**src/rtl/uart_tx_sched.sv**
```systemverilog
// uart_tx_sched: round-robin scheduler sharing one acia_tx between N byte producers.
// Define UART_TX_SCHED_HEADER_EN to prefix each payload byte with a 8'h80|id source header.
module uart_tx_sched #(
  parameter int N  = 4,
  parameter int IW = $clog2(N)
) (
  input  logic           clk,
  input  logic           rst,
  input  logic [N-1:0]   req,
  input  logic [8*N-1:0] req_dat,
  output logic [N-1:0]   ack,
  input  logic           tx_busy,
  output logic [7:0]     tx_dat,
  output logic           tx_start,
  output logic           frame_active,
  output logic [IW-1:0]  grant_id
);

  typedef enum logic [2:0] {IDLE, HDR_START, HDR_WAIT, DAT_START, DAT_WAIT} state_t;

  state_t        state_q, state_d;
  logic [IW-1:0] last_q, last_d;
  logic [IW-1:0] grant_id_d;
  logic [7:0]    dat_q, dat_d;
  logic [7:0]    tx_dat_d;
  logic          tx_start_d;
  logic          frame_active_d;
  logic [N-1:0]  ack_d;
  logic          wait_first_q, wait_first_d;

  logic          found;
  logic [IW-1:0] winner;
  int            idx;

  // Search upward from last+1 so the most recent winner gets lowest priority.
  always_comb begin
    found  = 1'b0;
    winner = '0;
    idx    = 0;
    for (int k = 1; k <= N; k++) begin
      idx = int'(last_q) + k;
      if (idx >= N) idx = idx - N;
      if (!found && req[idx]) begin
        found  = 1'b1;
        winner = IW'(idx);
      end
    end
  end

  always_comb begin
    state_d        = state_q;
    last_d         = last_q;
    grant_id_d     = grant_id;
    dat_d          = dat_q;
    tx_dat_d       = tx_dat;
    tx_start_d     = 1'b0;
    frame_active_d = frame_active;
    ack_d          = '0;
    wait_first_d   = 1'b0;
    case (state_q)
      IDLE: begin
        if (found && !tx_busy) begin
          ack_d          = N'(1) << winner;
          last_d         = winner;
          grant_id_d     = winner;
          dat_d          = req_dat[8*winner +: 8];
          frame_active_d = 1'b1;
`ifdef UART_TX_SCHED_HEADER_EN
          state_d        = HDR_START;
`else
          state_d        = DAT_START;
`endif
        end
      end
`ifdef UART_TX_SCHED_HEADER_EN
      HDR_START: begin
        tx_dat_d     = 8'h80 | 8'(grant_id);
        tx_start_d   = 1'b1;
        wait_first_d = 1'b1;
        state_d      = HDR_WAIT;
      end
      HDR_WAIT: begin
        if (!wait_first_q && !tx_busy) state_d = DAT_START;
      end
`endif
      DAT_START: begin
        tx_dat_d     = dat_q;
        tx_start_d   = 1'b1;
        wait_first_d = 1'b1;
        state_d      = DAT_WAIT;
      end
      // acia_tx raises busy one cycle after it samples start, so the first wait cycle is blind.
      DAT_WAIT: begin
        if (!wait_first_q && !tx_busy) begin
          state_d        = IDLE;
          frame_active_d = 1'b0;
        end
      end
      default: state_d = IDLE;
    endcase
  end

  always_ff @(posedge clk or posedge rst) begin
    if (rst) begin
      state_q      <= IDLE;
      last_q       <= IW'(N-1);
      grant_id     <= '0;
      dat_q        <= '0;
      tx_dat       <= '0;
      tx_start     <= 1'b0;
      frame_active <= 1'b0;
      ack          <= '0;
      wait_first_q <= 1'b0;
    end else begin
      state_q      <= state_d;
      last_q       <= last_d;
      grant_id     <= grant_id_d;
      dat_q        <= dat_d;
      tx_dat       <= tx_dat_d;
      tx_start     <= tx_start_d;
      frame_active <= frame_active_d;
      ack          <= ack_d;
      wait_first_q <= wait_first_d;
    end
  end

endmodule

```
**config.mk**
```make
export PLATFORM = sky130hd
export DESIGN_NAME = uart_tx_sched
export DESIGN_NICKNAME = d
export VERILOG_FILES = /design/src/rtl/uart_tx_sched.sv
export SDC_FILE = /design/constraint.sdc
export NUM_CORES = 1
export LEC_CHECK = 0
export BUFFER_PORTS_ARGS = -buffer_cell sky130_fd_sc_hd__buf_2
export CAP_MARGIN = 0
export CORE_MARGIN = 3
export CORE_UTILIZATION = 28
export DETAILED_ROUTE_END_ITERATION = 12
export SLEW_MARGIN = 20
export SYNTH_ARGS = -nofsm -noshare
export SYNTH_HDL_FRONTEND = slang
export SYNTH_SLANG_ARGS = --single-unit
```
**constraint.sdc**
```tcl
create_clock -name clk -period 4.7 [get_ports clk]
set_input_delay 0.705 -clock clk [delete_from_list [all_inputs] [get_ports clk]]
set_output_delay 0.705 -clock clk [all_outputs]
set_load 0.01 [all_outputs]
```
* After elaboration in Yosys (flattened, before gate mapping)
Index checks and enable logic that the tools add are counted.
Widths: inputs -> output; s select.
** Word-level totals
- Output and inout bits :: 16
- Word-level logic and storage cells :: 78
- Memories kept :: 0
- Register bits :: 29
- Latch bits :: 0
- Bits in writable memories :: 0
- Input bits :: 39
- ROM bits :: 0
** Operators by class
- Div/mod/pow operators :: 0
- Reduce and logical (&&, ||, !) cells :: 15
- Shifts and indexed selects :: 2
- Add/subtract/negate cells :: 8
- Multipliers :: 0
- $lt $le $gt $ge :: 8
- Muxes and demuxes :: 33
- Eq/ne operators :: 4
- Bitwise gates (word level) :: 0
** Operators by type and width (count)
- $lt 32x4->1 const B :: 4
- $mux 32 :: 4
- $shiftx 32x6->8 :: 1
- $mux 1 :: 15
- $sub 3x3->4 const B :: 3
- $ge 3x3->1 const B :: 3
- $pmux 3 s3 :: 1
- $bmux 1 s2 :: 4
- $mux 2 :: 4
- $mux 4 :: 2
- $add 2x2->3 const B :: 2
- $mux 3 :: 2
- $logic_and 1x1->1 :: 5
- $logic_not 1->1 :: 5
- $sub 4x3->5 const B :: 1
- $add 2x3->4 const B :: 1
- $ge 4x3->1 const B :: 1
- $ne 2x2->1 const B :: 2
- $reduce_and 2->1 :: 2
- $shl 1x2->4 const A :: 1
- $add 2x1->3 const B :: 1
- $eq 3x2->1 const B :: 1
- $eq 3x3->1 const B :: 1
- $logic_not 3->1 :: 1
- other kinds (3) :: 3

* Longest topological paths before layout
Gate-level depths: netlist of the first run.
- Word-level depth :: 19
- Mapped depth :: 7
- Gate-level depth less buffers :: 5

* Worst setup path after synthesis of the first run
Ideal clock, no wire load.
- Path type :: input to register
- Start :: input port req[1]
- End :: register dat_q[1]
- Path buffers :: 2
- Arrival :: 1.874 ns
- Path slack :: 2.732 ns
- Setup time :: 0.094 ns
- Stages :: 7
- Required time :: 4.606 ns
- Cell sequence :: nor2b_1 nand2_1 and3_1 buf_6 buf_12 mux2i_1 a211oi_1
** On the way
- Cells in the longest elaborated chain, start to end :: 15
- Elaborated cells between the ends (all ways) :: 29
- Those cells by class :: shift: 1; mux: 20; reduce/logical: 8
** Ends and longest elaborated chain
- start: declaration :: RTL line 9 : input logic [N-1:0] req,
- branches (longest 15 deep; another with $bmux 1 s2)
- end signal: assignment :: RTL line 118 : dat_q <= dat_d;
- end: declaration :: RTL line 24 : logic [7:0] dat_q, dat_d;
Parallel ways; which one is timed is not known. The select of a mux whose other input is x is not followed.
A chain may end at the register's enable or synchronous reset.

* Worst setup path in the final report of the first run
- Start :: input port req[1]
- End :: register dat_q[0]
Same word-level chain as after synthesis.

==> flow_metrics.env, run 1 <==
export IMPL_drc=0
export IMPL_syn_nets=161
export IMPL_wl_per_cell_um=14.0
export IMPL_grt_first_pass_wirelength_um=5230
export IMPL_critPathMaxFanout=13
export IMPL_hold_buffers=0
export IMPL_nFillCells=503
export IMPL_cts_resized_gates=0
export IMPL_die_h_um=77.1
export IMPL_final_hold_violation_count=0
export IMPL_ir_drop_mv=0.146
export IMPL_place_area_mm2=0.00170
export IMPL_postLayoutCellArea_mm2=0.00177
export IMPL_place_gp_congestion=0.783
export IMPL_synth_common_cells="dfrtp_1 (26), nor2_1 (15), and3_1 (10)"
export IMPL_worst_pin_slew_ps=740
export IMPL_power_leakage_nw=0.858
export IMPL_startpoint_type="input pin"
export IMPL_total_power_mw=0.968
export IMPL_ys_async_sr_fraction=1.00
export IMPL_initial_utilization=0.294
export IMPL_grt_max_degree=29
export IMPL_ys_seq_area_frac=0.497
export IMPL_track_usage=0.112
export IMPL_nets=214
export IMPL_clk_pin_slew_ps=90
export IMPL_max_freq_mhz=446
export IMPL_synth_top_area_share=0.460
export IMPL_rows=25
export IMPL_cp_end_kind="flop"
export IMPL_hold_class="in2async"
export IMPL_ant_nets=0
export IMPL_dp_hpwl_um=2520
export IMPL_slew_viol_final=0
export IMPL_status="finished, final reports clean"
export IMPL_clock_tree_root_cell="clkbuf_8"
export IMPL_grt_ovfl_total=0
export IMPL_setup_viol=0
export IMPL_grt_pass1_vias=1050
export IMPL_antennaDiodeCount=0
export IMPL_postCtsSetupBuffers=0
export IMPL_avgSynthCellArea_um2=11.6
export IMPL_crit_type="in2reg"
export IMPL_yosysWarningCount=0
export IMPL_worstPathArrival_ps=2430
export IMPL_rsz0062_at_grt="no"
export IMPL_port_buffers=54
export IMPL_syn_to_final_growth_pct=25.0
export IMPL_coreArea_mm2=0.00482
export IMPL_die_area_mm2=0.00594
export IMPL_setup_tns_ps=0
export IMPL_p_per_area_mw_per_mm2=548
export IMPL_dr_pass1_iters=4
export IMPL_dieWidth_um=77.1
export IMPL_drt_total_wl_um=3370
export IMPL_drtIter0Drc=40
export IMPL_viasPerCell=4.59
export IMPL_syn_cell_area_mm2=0.00141
export IMPL_cts_tree="done"
export IMPL_maxCapViolCount=0
export IMPL_cts_path_max_buffers=2
export IMPL_clk_latency_ps=270
export IMPL_vias=1107
export IMPL_drive_gt1_frac=0.437
export IMPL_grt_antenna_before_repair=0
export IMPL_synth_edf_count=0
export IMPL_clkSinkCount=28
export IMPL_ys_types=30
export IMPL_min_period_over_period=0.477
export IMPL_yosysMostFrequentCell="dfrtp_1"
export IMPL_period_minus_slack_ps=2240
export IMPL_cts_buffers=3
export IMPL_netlist_top_cell_by_area="dfrtp_1"
export IMPL_synthCells=122
export IMPL_synth_top_flop_cell="dfrtp_1"
export IMPL_r2r_slack_ps=2520
export IMPL_cp_required_ps=4890
export IMPL_ios=55
export IMPL_synth_seq_cells=28
export IMPL_cts_max_level=1
export IMPL_relSlewSlack=0.507
export IMPL_synth_area_leaders="dfrtp_1 (46%), mux2i_1 (6.4%), mux2_2 (6.4%)"
export IMPL_clock_skew_ps=1.77
placed cells by master, fill, tap and decap left out, types with 2 or more instances in the layout:
cell	synthesis	final
o21ai_0	3	3
inv_1	6	5
nor2_1	15	15
a221oi_1	7	7
nand2b_1	4	4
a21oi_1	2	2
buf_2	2	54
a211oi_1	7	7
dfstp_2	2	2
mux2_2	8	8
dfrtp_1	26	26
and3_1	10	10
nand2_1	3	3
mux2i_1	9	9
clkbuf_8	0	4
report_power, final:
group | leakage [nW] | switching [mW] | internal [mW]
clock | 0.0288 | 0.0723 | 0.0749
combinational | 0.504 | 0.219 | 0.189
sequential | 0.325 | 0.0609 | 0.352
cells by family after synthesis:
family | count (synthesis) | synth area share
mux | 17 | 0.127
compound gates | 27 | 0.172
buf+inv | 13 | 0.0637
simple gates | 37 | 0.140
flops | 28 | 0.497
worst max-delay path: stages:
cell	delay [ps]
buf_2	120
nor2b_1	160
o21bai_4	270
and3_1	690
mux2i_1	200
a221oi_2	280
state kept, by name (all words and copies together), names as in the netlist:
signal        flops
grant_id          2
frame_active      1
ack               4
wait_first_q      1
state_q           2
last_q            2
dat_q             8
tx_dat            8
layout make-up:
class / count / area [um^2] / share of cell area
Clock buffer: 4 / 55.1 / 0.0312
Tap cell: 67 / 83.8 / 0.0475
Timing Repair Buffer: 55 / 282 / 0.159
Inverter: 6 / 22.5 / 0.0127
Sequential cell: 28 / 703 / 0.398
Multi-Input combinational cell: 81 / 621 / 0.351
through the flow:
stage / std cells / hold slack, ps / util / setup WS, ps
floorplan: 122 / 481 / - / 2730
CTS: 240 / 509 / 0.364 / 2260
finish: 241 / 481 / 0.367 / 2460
global placement: 236 / 485 / 0.353 / 2040
detailed placement: 236 / 487 / 0.353 / 1980
global route: 241 / 519 / 0.367 / 2280
path summary, 6_finish.rpt:
| kind | start | to | depth (start not counted) |
|---|---|---|---|
| worst max-delay path | req[1] | dat_q[0] | 6 |
| max in group asynchronous | rst | last_q[0] | 2 |
| worst max register to register | last_q[1] | dat_q[0] | 5 |
| min in group clk | tx_dat[0] | tx_dat[0] | 1 |
| worst min-delay path | rst | dat_q[1] | 2 |
| worst min register to register | tx_dat[0] | tx_dat[0] | 1 |
per-layer routing:
layer / routed length, um / vias to the layer above / global-route usage / part of all wire
met5: 0 / - / 0 / 0
met4: 21 / 0 / 0.0374 / 0.0062
met3: 150 / 2 / 0.0176 / 0.044
met2: 1680 / 36 / 0.186 / 0.50
met1: 1510 / 520 / 0.149 / 0.45
li1: - / 549 / - / -
Note: power is estimated with default switching activity, not from simulation.
==> run 2: changes to the inputs <==
==> constraint.sdc (replaced) <==
create_clock -name clk -period 1.96 [get_ports clk]
set_input_delay 0.294 -clock clk [delete_from_list [all_inputs] [get_ports clk]]
set_output_delay 0.294 -clock clk [all_outputs]
set_load 0.01 [all_outputs]
==> flow_metrics.env, run 2 (synthesized netlist as in run 1, its figures left out) <==
export IMPL_status="finished, final reports clean"
export IMPL_wl_per_cell_um=13.6
export IMPL_dp_cells=242
export IMPL_max_freq_mhz=563
export IMPL_dieWidth_um=77.1
export IMPL_p_per_area_mw_per_mm2=1340
export IMPL_nets=219
export IMPL_track_usage=0.115
export IMPL_dp_hpwl_um=2670
export IMPL_viasPerCell=4.53
export IMPL_port_buffers=54
export IMPL_grt_antenna_before_repair=0
export IMPL_cts_max_level=1
export IMPL_setup_viol=0
export IMPL_cts_path_max_buffers=2
export IMPL_coreArea_mm2=0.00482
export IMPL_cp_required_ps=2140
export IMPL_slew_viol_final=0
export IMPL_nFillCells=504
export IMPL_grt_max_degree=17
export IMPL_clkSinkCount=28
export IMPL_ant_nets=0
export IMPL_relSlewSlack=0.621
export IMPL_place_gp_congestion=0.838
export IMPL_final_hold_violation_count=0
export IMPL_die_h_um=77.1
export IMPL_maxCapViolCount=0
export IMPL_clock_tree_root_cell="clkbuf_8"
export IMPL_final_common_cell="buf_2"
export IMPL_ios=55
export IMPL_syn_to_final_growth_pct=29.7
export IMPL_clock_skew_ps=2.32
export IMPL_crit_type="reg2reg"
export IMPL_drt_total_wl_um=3340
export IMPL_dr_pass1_iters=4
export IMPL_clk_latency_ps=270
export IMPL_startpoint_type="flop"
export IMPL_clk_pin_slew_ps=90
export IMPL_cts_tree="done"
export IMPL_final_cell_mix="buf_2 (54), dfrtp_1 (26), nor2_1 (15)"
export IMPL_critPathMaxFanout=10
export IMPL_rsz0062_at_grt="no"
export IMPL_power_leakage_nw=0.898
export IMPL_drive_gt1_frac=0.453
export IMPL_antennaDiodeCount=0
export IMPL_setup_tns_ps=0
export IMPL_reg_top3="dat_q x8, tx_dat x8, ack x4"
export IMPL_hold_class="in2async"
export IMPL_worstPathArrival_ps=1960
export IMPL_min_period_over_period=0.906
export IMPL_vias=1114
export IMPL_ir_drop_mv=0.429
export IMPL_cp_end_kind="flop"
export IMPL_drc=0
export IMPL_grt_first_pass_wirelength_um=5260
export IMPL_layout_cells_non_filler=246
export IMPL_initial_utilization=0.294
export IMPL_hold_buffers=0
export IMPL_cts_buffers=3
export IMPL_die_area_mm2=0.00594
export IMPL_grt_pass1_vias=1108
export IMPL_worst_pin_slew_ps=568
export IMPL_drtIter0Drc=55
export IMPL_grt_ovfl_total=0
export IMPL_rows=25
export IMPL_period_minus_slack_ps=1780
run 2: cell count changes in the layout (fill, tap and decap cells not counted), sizes merged:
cell,before,now
buf,55,60
bufinv,0,1
clkbuf,4,3
run 2: layout make-up:
cell class | instances | area [um^2] | area share
Clock inverter | 1 | 30.0 | 0.0164
Timing Repair Buffer | 60 | 328 | 0.179
Inverter | 6 | 22.5 | 0.0123
Tap cell | 67 | 83.8 | 0.0457
Clock buffer | 3 | 41.3 | 0.0225
Sequential cell | 28 | 703 | 0.383
Multi-Input combinational cell | 81 | 626 | 0.341
run 2: through the flow:
stage	util	setup WS [ps]	hold slack [ps]	instance area (um^2)	power, mW
floorplan	-	297	358	1410	1.73
global placement	0.365	155	385	1760	2.02
detailed placement	0.365	103	379	1760	2.04
CTS	0.380	124	66.6	1830	2.50
global route	0.381	40.4	91.9	1830	2.64
finish	0.381	185	58.1	1830	2.46
run 2: final timing paths:
| check | startpoint | end | slack, ps | cells past startpoint |
|---|---|---|---|---|
| max | last_q[1] | dat_q[0] | 180 | 6 |
| max reg2reg | last_q[1] | dat_q[0] | 180 | 6 |
| min | rst | dat_q[6] | 60 | 2 |
| max in group asynchronous | rst | dat_q[5] | 1370 | 3 |
| min reg2reg | tx_dat[4] | tx_dat[4] | 510 | 1 |
| min in group clk | tx_busy | frame_active | 310 | 3 |
run 2: routing by layer:
layer  global-route usage  vias to the layer above  part of all wire
li1                     -                      558                 -
met1                0.137                      525              0.44
met2                0.196                       27              0.50
met3               0.0329                        4             0.048
met4               0.0427                        0             0.013
met5                    0                        -                 0
run 2: critical path: stages (launching register included):
cell and delay (ps):
dfstp_2 590, a21boi_2 80, o21bai_4 230, and3_1 270
buf_12 160, mux2i_1 90, a221oi_2 270
run 2: repair_timing:
item,in CTS,in global routing
endpoints found under the setup margin,0,5
buffers inserted,0,0
resized for setup,0,1
run 2: where the power goes:
part	internal (mW)	leakage (nW)	total (mW)	switching (mW)
logic	0.501	0.537	1.03	0.526
clock network	0.273	0.0357	0.448	0.175
registers	0.843	0.325	0.985	0.142
==> run 3: changes to the inputs <==
--- a/config.mk
+++ b/config.mk
@@ -5,6 +5,7 @@
 export SDC_FILE = /design/constraint.sdc
 export NUM_CORES = 1
 export LEC_CHECK = 0
+export ABC_AREA = 1
 export BUFFER_PORTS_ARGS = -buffer_cell sky130_fd_sc_hd__buf_2
 export CAP_MARGIN = 0
 export CORE_MARGIN = 3
==> flow_metrics.env, run 3 <==
export IMPL_initial_utilization=0.301
export IMPL_nets=337
export IMPL_hold_class="in2async"
export IMPL_drtIter0Drc=69
export IMPL_wl_met1_um=1960
export IMPL_grt_first_pass_wirelength_um=6800
export IMPL_ant_nets=0
export IMPL_clock_skew_ps=4.97
export IMPL_track_usage=0.115
export IMPL_synthCells=234
export IMPL_synth_seq_cells=28
export IMPL_synth_area_leaders="dfrtp_1 (38%), nand2_1 (26%), nand2_2 (8.0%)"
export IMPL_internal_power_mw=2.12
export IMPL_grt_pass1_vias=1520
export IMPL_drt_total_wl_um=4070
export IMPL_clkSinkCount=28
export IMPL_period_minus_slack_ps=1940
export IMPL_cts_max_level=1
export IMPL_die_h_um=84.3
export IMPL_wl_per_cell_um=11.0
export IMPL_clk_pin_slew_ps=90
export IMPL_power_leakage_nw=1.26
export IMPL_power_frac_seq=0.229
export IMPL_synth_top_area_share=0.379
export IMPL_avgSynthCellArea_um2=7.34
export IMPL_final_cell_mix="nand2_1 (120), buf_2 (54), dfrtp_1 (26)"
export IMPL_dp_hpwl_um=3170
export IMPL_synth_common_cells="nand2_1 (121), dfrtp_1 (26), nand2_2 (22)"
export IMPL_syn_cell_area_mm2=0.00172
export IMPL_ir_drop_mv=0.882
export IMPL_p_sw_frac=0.508
export IMPL_antennaDiodeCount=0
export IMPL_drive_gt1_frac=0.384
export IMPL_total_power_mw=4.32
export IMPL_final_common_cell="nand2_1"
export IMPL_status="finished, final reports clean"
export IMPL_setup_viol=0
export IMPL_maxCapViolCount=0
export IMPL_cpMostUsedCell="nand2_1"
export IMPL_relSlewSlack=0.766
export IMPL_cts_tree="done"
export IMPL_grt_max_degree=29
export IMPL_worst_pin_slew_ps=351
export IMPL_cpMaxStageDelayCell="dfstp_2"
export IMPL_ys_seq_area_frac=0.410
export IMPL_syn_to_final_growth_pct=26.3
export IMPL_critPathMaxFanout=17
export IMPL_netlist_top_cell_by_area="dfrtp_1"
export IMPL_crit_type="reg2reg"
export IMPL_rr_worst_depth=13
export IMPL_port_buffers=54
export IMPL_drc=0
export IMPL_worstPathArrival_ps=2110
export IMPL_cts_path_max_buffers=2
export IMPL_path_cells="buf_4 -> nand2_1 -> nand2_2 -> nand2_2 -> nand2_4 -> nor2_2 -> nor2_2 -> nand2_4 -> nand2_8 -> buf_4 -> inv_2 -> nand2_1 -> nand2_1"
export IMPL_startpoint_type="flop"
export IMPL_grt_antenna_before_repair=0
export IMPL_dr_wl_met3_um=179
export IMPL_synth_top_flop_cell="dfrtp_1"
export IMPL_p_per_area_mw_per_mm2=1990
export IMPL_clockPowerShare=0.081
export IMPL_place_gp_congestion=0.812
export IMPL_final_hold_violation_count=0
export IMPL_max_freq_mhz=515
export IMPL_cp_end_kind="flop"
export IMPL_syn_nets=273
export IMPL_viasPerCell=4.33
export IMPL_clk_latency_ps=270
export IMPL_ios=55
export IMPL_layout_setup_ws_ps=16.7
export IMPL_grt_ovfl_total=0
export IMPL_post_route_util=0.380
export IMPL_cts_buffers=3
export IMPL_reg_top3="dat_q x8, tx_dat x8, ack x4"
export IMPL_yosysWarningCount=0
export IMPL_dp_cells=360
export IMPL_coreArea_mm2=0.00571
export IMPL_clock_tree_root_cell="clkbuf_8"
export IMPL_ys_async_sr_fraction=1.00
export IMPL_hold_ws_ps=72.3
export IMPL_die_area_mm2=0.00711
export IMPL_dr_wl_met2_um=1880
export IMPL_dr_pass1_iters=4
export IMPL_cp_required_ps=2130
export IMPL_pre_cts_slack_ps=3.74
export IMPL_comb_power_share=0.690
export IMPL_vias=1597
export IMPL_dieWidth_um=84.3
export IMPL_topRoutingLayerUsed="met4"
export IMPL_min_period_over_period=0.991
export IMPL_slew_viol_final=0
export IMPL_rows=27
export IMPL_ys_types=26
export IMPL_switchingPower_mw=2.19
export IMPL_yosysMostFrequentCell="nand2_1"
export IMPL_rsz0062_at_grt="yes"
export IMPL_max_stage_delay_ps=630
export IMPL_synth_edf_count=0
export IMPL_layout_cells_non_filler=369
run 3: cell count changes after synthesis, sizes merged, moves of 7 or more:
cell,before,now
a221oi,8,0
mux2i,9,0
nand3,2,20
a211oi,7,0
and3,10,0
mux2,8,0
nand2,3,147
run 3: power groups by stage:
stage | sequential (mW) | clock [mW] | combinational, mW
floorplan | 1.05 | 0 | 2.28
global placement | 0.998 | 0 | 2.77
detailed placement | 1.00 | 0 | 2.78
CTS | 0.990 | 0.355 | 2.82
global route | 1.03 | 0.387 | 3.39
finish | 0.991 | 0.349 | 2.98
run 3: metrics by stage:
step           area (um^2)  TNS (ps)
2_1_floorplan         1720         0
3_3_place_gp          2040         0
3_5_place_dp          2040         0
4_1_cts               2100         0
5_1_grt               2170     -1490
6_report              2170         0
run 3: routing by layer:
metal / vias to the layer above / global-route usage
li1: 856 / -
met4: 0 / 0.0409
met5: - / 0
met3: 4 / 0.0128
met2: 41 / 0.186
met1: 696 / 0.159
run 3: logic make-up after synthesis:
kind of cell | count (synthesis) | share of synthesized area
AO/OA/AOI/OAI | 8 | 0.0284
buffers and inverters | 19 | 0.0824
AND/OR/NAND/NOR | 179 | 0.480
flip-flops | 28 | 0.410
run 3: final timing paths:
| kind | start | to | slack, ps |
|---|---|---|---|
| setup reg to reg | last_q[0] | grant_id[0] | 20 |
| hold / removal | rst | grant_id[0] | 70 |
| setup / recovery | last_q[0] | grant_id[0] | 20 |
| min in group clk | tx_busy | state_q[2] | 310 |
| max in group asynchronous | rst | last_q[1] | 1590 |
| hold reg to reg | dat_q[2] | tx_dat[2] | 470 |
run 3: cell type report:
| class | count | area [um^2] |
|---|---|---|
| inverter | 13 | 61.3 |
| timing repair buffer | 65 | 365 |
| fill | 624 | 3540 |
| tap | 72 | 90.1 |
| sequential | 28 | 703 |
| multi-input combinational | 187 | 893 |
| clock buffer | 4 | 55.1 |
run 3: worst max-delay path, delay by kind of cell, from the launching register on:
family / cells / cell delay, ps
buf+inv: 3 / 350
flops: 1 / 630
simple gates: 10 / 870
run 3: what timing repair did:
item                                    4_1_cts  5_1_grt
endpoints found under the setup margin        2       16
hold buffers                                  0        0
pin swaps                                     0        3
buffers inserted                              0        5
cloned                                        0        0
resized for setup                             1       10
